## config.mk

```make
export PLATFORM = sky130hd
export DESIGN_NAME = interrupt_controller
export DESIGN_NICKNAME = d
export VERILOG_FILES = /design/src/rtl/interrupt_controller.sv
export SDC_FILE = /design/constraint.sdc
export NUM_CORES = 1
export LEC_CHECK = 0
export BUFFER_PORTS_ARGS = -buffer_cell sky130_fd_sc_hd__buf_2
export CORE_ASPECT_RATIO = 0.75
export CORE_MARGIN = 4
export CORE_UTILIZATION = 40
export DETAILED_ROUTE_END_ITERATION = 10
export PLACE_DENSITY_LB_ADDON = 0.2
export REMOVE_ABC_BUFFERS = 1
export SLEW_MARGIN = 20
export SYNTH_ARGS = -nofsm -noshare
export SYNTH_HDL_FRONTEND = slang
export SYNTH_SLANG_ARGS = --single-unit
```

## constraint.sdc

```tcl
create_clock -name clk -period 3.6 [get_ports clk]
set_input_delay 0.18 -clock clk [delete_from_list [all_inputs] [get_ports clk]]
set_output_delay 0.18 -clock clk [all_outputs]
set_load 0.005 [all_outputs]
```

## src/rtl/interrupt_controller.sv

```systemverilog
// Prioritised interrupt controller in front of the RISC core's INT input.
// Requests are synchronised, latched into a pending register, gated by the
// mask, and the lowest eligible index is offered with a REQ/ACK/EOI handshake.
// Build option: define IRQ_EDGE_TRIG_EN for edge-triggered pending bits;
// by default the pending register tracks the synchronised level.
module interrupt_controller #(
  parameter int unsigned NUM_IRQ  = 8,
  parameter logic [15:0] VEC_BASE = 16'h0040
) (
  input  logic               clk,
  input  logic               rst,
  input  logic [NUM_IRQ-1:0] irq,
  input  logic               mask_we,
  input  logic [NUM_IRQ-1:0] mask_wdata,
  input  logic               int_ack,
  input  logic               eoi,
  output logic               INT,
  output logic [2:0]         int_id,
  output logic [15:0]        int_vector,
  output logic [NUM_IRQ-1:0] mask,
  output logic [NUM_IRQ-1:0] pending
);

  typedef enum logic [1:0] {StIdle, StReq, StService} state_e;

  state_e             state_q, state_d;
  logic [NUM_IRQ-1:0] sync1_q, sync_q;
  logic [NUM_IRQ-1:0] pending_q, pending_d;
  logic [NUM_IRQ-1:0] mask_q, mask_d;
  logic [NUM_IRQ-1:0] eligible;
  logic               int_q;
  logic [2:0]         id_q, id_d;
  logic [15:0]        vec_q, vec_d;
  logic [2:0]         win_id;
  logic               latch;

  // Two-flop synchroniser for the asynchronous request lines.
  always_ff @(posedge clk or negedge rst) begin
    if (!rst) begin
      sync1_q <= '0;
      sync_q  <= '0;
    end else begin
      sync1_q <= irq;
      sync_q  <= sync1_q;
    end
  end

`ifdef IRQ_EDGE_TRIG_EN
  logic [NUM_IRQ-1:0] sync_prev_q;
  logic [NUM_IRQ-1:0] set_vec, clr_vec;

  // Previous synchronised value, used to spot 0->1 transitions.
  always_ff @(posedge clk or negedge rst) begin
    if (!rst) sync_prev_q <= '0;
    else      sync_prev_q <= sync_q;
  end

  // Edge mode: rising edge sets, accepted ack clears; a coincident set wins.
  always_comb begin
    set_vec = sync_q & ~sync_prev_q;
    clr_vec = '0;
    if (state_q == StReq && int_ack) clr_vec[id_q] = 1'b1;
    pending_d = (pending_q & ~clr_vec) | set_vec;
  end
`else
  // Level mode: pending simply follows the synchronised lines.
  always_comb begin
    pending_d = sync_q;
  end
`endif

  // Mask register write; mask only gates selection, never pending.
  always_comb begin
    mask_d   = mask_we ? mask_wdata : mask_q;
    eligible = pending_q & ~mask_q;
  end

  // Fixed priority: the lowest eligible index wins.
  always_comb begin
    win_id = '0;
    for (int i = int'(NUM_IRQ) - 1; i >= 0; i--) begin
      if (eligible[i]) win_id = 3'(i);
    end
  end

  // Handshake FSM next state; id/vector latch only on IDLE->REQ.
  always_comb begin
    state_d = state_q;
    latch   = 1'b0;
    unique case (state_q)
      StIdle: begin
        if (|eligible) begin
          state_d = StReq;
          latch   = 1'b1;
        end
      end
      StReq: begin
        if (int_ack) state_d = StService;
      end
      StService: begin
        if (eoi) state_d = StIdle;
      end
      default: state_d = StIdle;
    endcase
    id_d  = latch ? win_id : id_q;
    vec_d = latch ? (VEC_BASE + {11'b0, win_id, 2'b00}) : vec_q;
  end

  // State, pending, mask and the registered outputs.
  always_ff @(posedge clk or negedge rst) begin
    if (!rst) begin
      state_q   <= StIdle;
      pending_q <= '0;
      mask_q    <= '0;
      int_q     <= 1'b0;
      id_q      <= '0;
      vec_q     <= '0;
    end else begin
      state_q   <= state_d;
      pending_q <= pending_d;
      mask_q    <= mask_d;
      int_q     <= (state_d == StReq);
      id_q      <= id_d;
      vec_q     <= vec_d;
    end
  end

  assign INT        = int_q;
  assign int_id     = id_q;
  assign int_vector = vec_q;
  assign mask       = mask_q;
  assign pending    = pending_q;

endmodule

```

==> key figures <==
Pwr
  – Pwr Density: 591 nW/um^2
  – VDD IR-drop max: 0.249 mV
  – LEAKAGE: a little under 0.9 nW

Global routing
  – GRT overflow: 0
  – Initial antenna violation count: 0
  – First-pass GRT wire length: 4.00 mm
  – Maximum number of pins on one net before global-route repair: 40
  – All-Layer GR Usage: between 10% and 20%
  – Vias in the first global route: 857

Clocking
  – Clk root buf: clkbuf_8
  – Clock Latency Late Sink: 0.28 ns
  – CTS tree: yes
  – Clk sinks: 39
  – CTS-repair resized insts: 0
  – # hold bufs at CTS: 8
  – H-tree levels: 2
  – Setup Buffers After CTS: 0
  – Clock buffer depth: 2
  – CTS buffer count: 5
  – Reg clk slew, reported paths: 0.07 ns

STA
  – Clock skew: between 0.004 and 0.005 ns
  – RSZ-0062 raised after global routing: no
  – Slew margin rel.: 45.3%
  – Tmin final: 1.27 ns
  – Tcrit/Tclk final: approximately a third
  – Worst Tran Pin Value: 0.821 ns
  – Count of pins over their slew limit: 0
  – Setup TNS: 0 ns
  – # setup viols final: 0
  – Tightest hold margin: -0.0102 ns
  – Setup slack after layout: approximately 2.3 ns
  – Fin. Hold Viols: 34
  – Peak Freq: 790 MHz

Drt
  – Via count: 858
  – DR iter-0 viols: 38
  – Antenna Violating Nets Remaining: 0
  – Final wirelength: between 2 and 2.5 mm
  – WL/cell: 12.8 microns
  – Avg Vias per Cell: 4.42
  – TritonRoute pass-1 iters: 4
  – Detailed-route DRC error count: 0

Synth
  – Asr flop ratio synth: 100%
  – Commonest cells in the synthesized netlist: dfrtp_1, buf_4, mux2_2
  – Post-Syn Instances: 100
  – Top-count cell post-synth: dfrtp_1
  – Seq/Total Area, Yosys: approximately 68%
  – Syn. warnings: 0
  – Ys flop type: dfrtp_1
  – Post-synth EDFFs: 0
  – Synth Register Bits: 39
  – Synth Area per Inst: 14.4 sq um
  – Post-Syn Area: 1440 sq um
  – Yosys top cell area share: 67.8%
  – Cell taking the most area after synthesis: dfrtp_1
  – Post-synthesis cell type count: 23
  – Synth area leaders: dfrtp_1, buf_4, mux2_2

Setup path
  – Worst setup startpoint: mask[7]
  – Worst EP arrival: 1.43 ns
  – CP Launch Type: flop
  – Max FO, Critical Path: 4
  – CP Class: reg -> reg
  – CP Capture Type: flop
  – RR Startpoint: mask[7]
  – Worst EP required: 3.76 ns

Place
  – Dpl cells: 179
  – Placer Congestion: around 0.7
  – # port buffers: 44
  – Setup WS pre-CTS: 2.35 ns
  – Hpwl dp: 1.86 mm

Die
  – Die area: around 4600 sq um
  – Die X: between 70 and 80 microns
  – Initial cell density of the core: a little over two fifths
  – Core box area: 3380 sq um
  – Die H: about 60 microns
  – # IOs: 57
  – Row Count: 18

Finish
  – Area Growth Syn to Fin: 26.4%
  – Layout cells sized above 1: 40.9%
  – N_diodes: 0
  – Fin util: 53.9%
  – Post-route insts no fill: 194
  – Fin nets: approximately 180

Outcome
  – Status: finished with violations
  – Violated checks: negative hold slack

Flow run
  – Max cap viols: 0

Min path
  – Hold Path Class: in -> async
[registers in the layout (all words and copies together) (netlist names)]
register and flops:
mask 8, pending 8, pending_d 8, sync1_q 8, int_id 2, int_vector 2
state_q 2, INT 1
[through the flow]
stage	total power [W]	instance area [sq um]
2_1_floorplan	0.000642	1360
3_3_place_gp	0.000732	1630
3_5_place_dp	0.000738	1630
4_1_cts	0.00109	1820
5_1_grt	0.00114	1820
6_report	0.00108	1820
[layout by cell type, fill, tap and decap left out, types with 2 or more instances in the layout]
cell and instances:
nor2_1 3, buf_2 44, nor2b_1 2, conb_1 12
a21oi_1 2, mux2_2 8, dlygate4sd3_1 8, inv_1 2
nand2b_4 2, dfrtp_1 39, nand2b_1 6, o21ai_0 2
nand2_1 7, clkbuf_8 5
[logic make-up after synthesis]
group	Yosys count	synth area share (%)
mux	8	6.26
simple gates	22	8.96
flops	39	67.8
buf+inv	18	8.70
compound gates	12	8.00
other cells	1	0.261
[per-layer routing]
layer	global-route usage, %	share of wire, %
met5	0	0
met4	4.57	1.0
met3	4.82	8.5
met2	19.7	51
met1	13.3	40
[final timing paths]
check                               endpoint  slack (ns)  depth (start not counted)
worst max-delay path               int_id[0]        2.33                          4
max in group asynchronous         state_q[0]        3.10                          1
worst min-delay path              sync1_q[0]       -0.01                          1
worst max register to register     int_id[0]        2.33                          4
min in group clk                     mask[6]        0.12                          2
worst min register to register  pending_d[7]        0.35                          0
[critical path: stages, from the launching register on]
cell       delay (ns)
dfrtp_1          0.36
nand2b_1         0.17
o2111ai_4        0.15
o311ai_1         0.34
o2bb2ai_1        0.11
[final cells by class]
type / instances / area (sq um)
Inverter: 2 / 7.51
Clock buffer: 5 / 68.8
Timing Repair Buffer: 52 / 300
Multi-Input combinational cell: 54 / 379
Clock inverter: 2 / 37.5
Fill cell: 290 / 1560
Tap cell: 40 / 50.0
Sequential cell: 39 / 976
[report_power, final]
part	internal [W]	total [W]	leakage (nW)	switching [W]
clock network	0.000202	0.000345	0.0502	0.000143
registers	0.000495	0.000530	0.455	0.0000354
logic	0.0000995	0.000200	0.380	0.000101
total	0.000797	0.00108	0.885	0.000279
No activity file was read; power rests on OpenSTA's default activity.
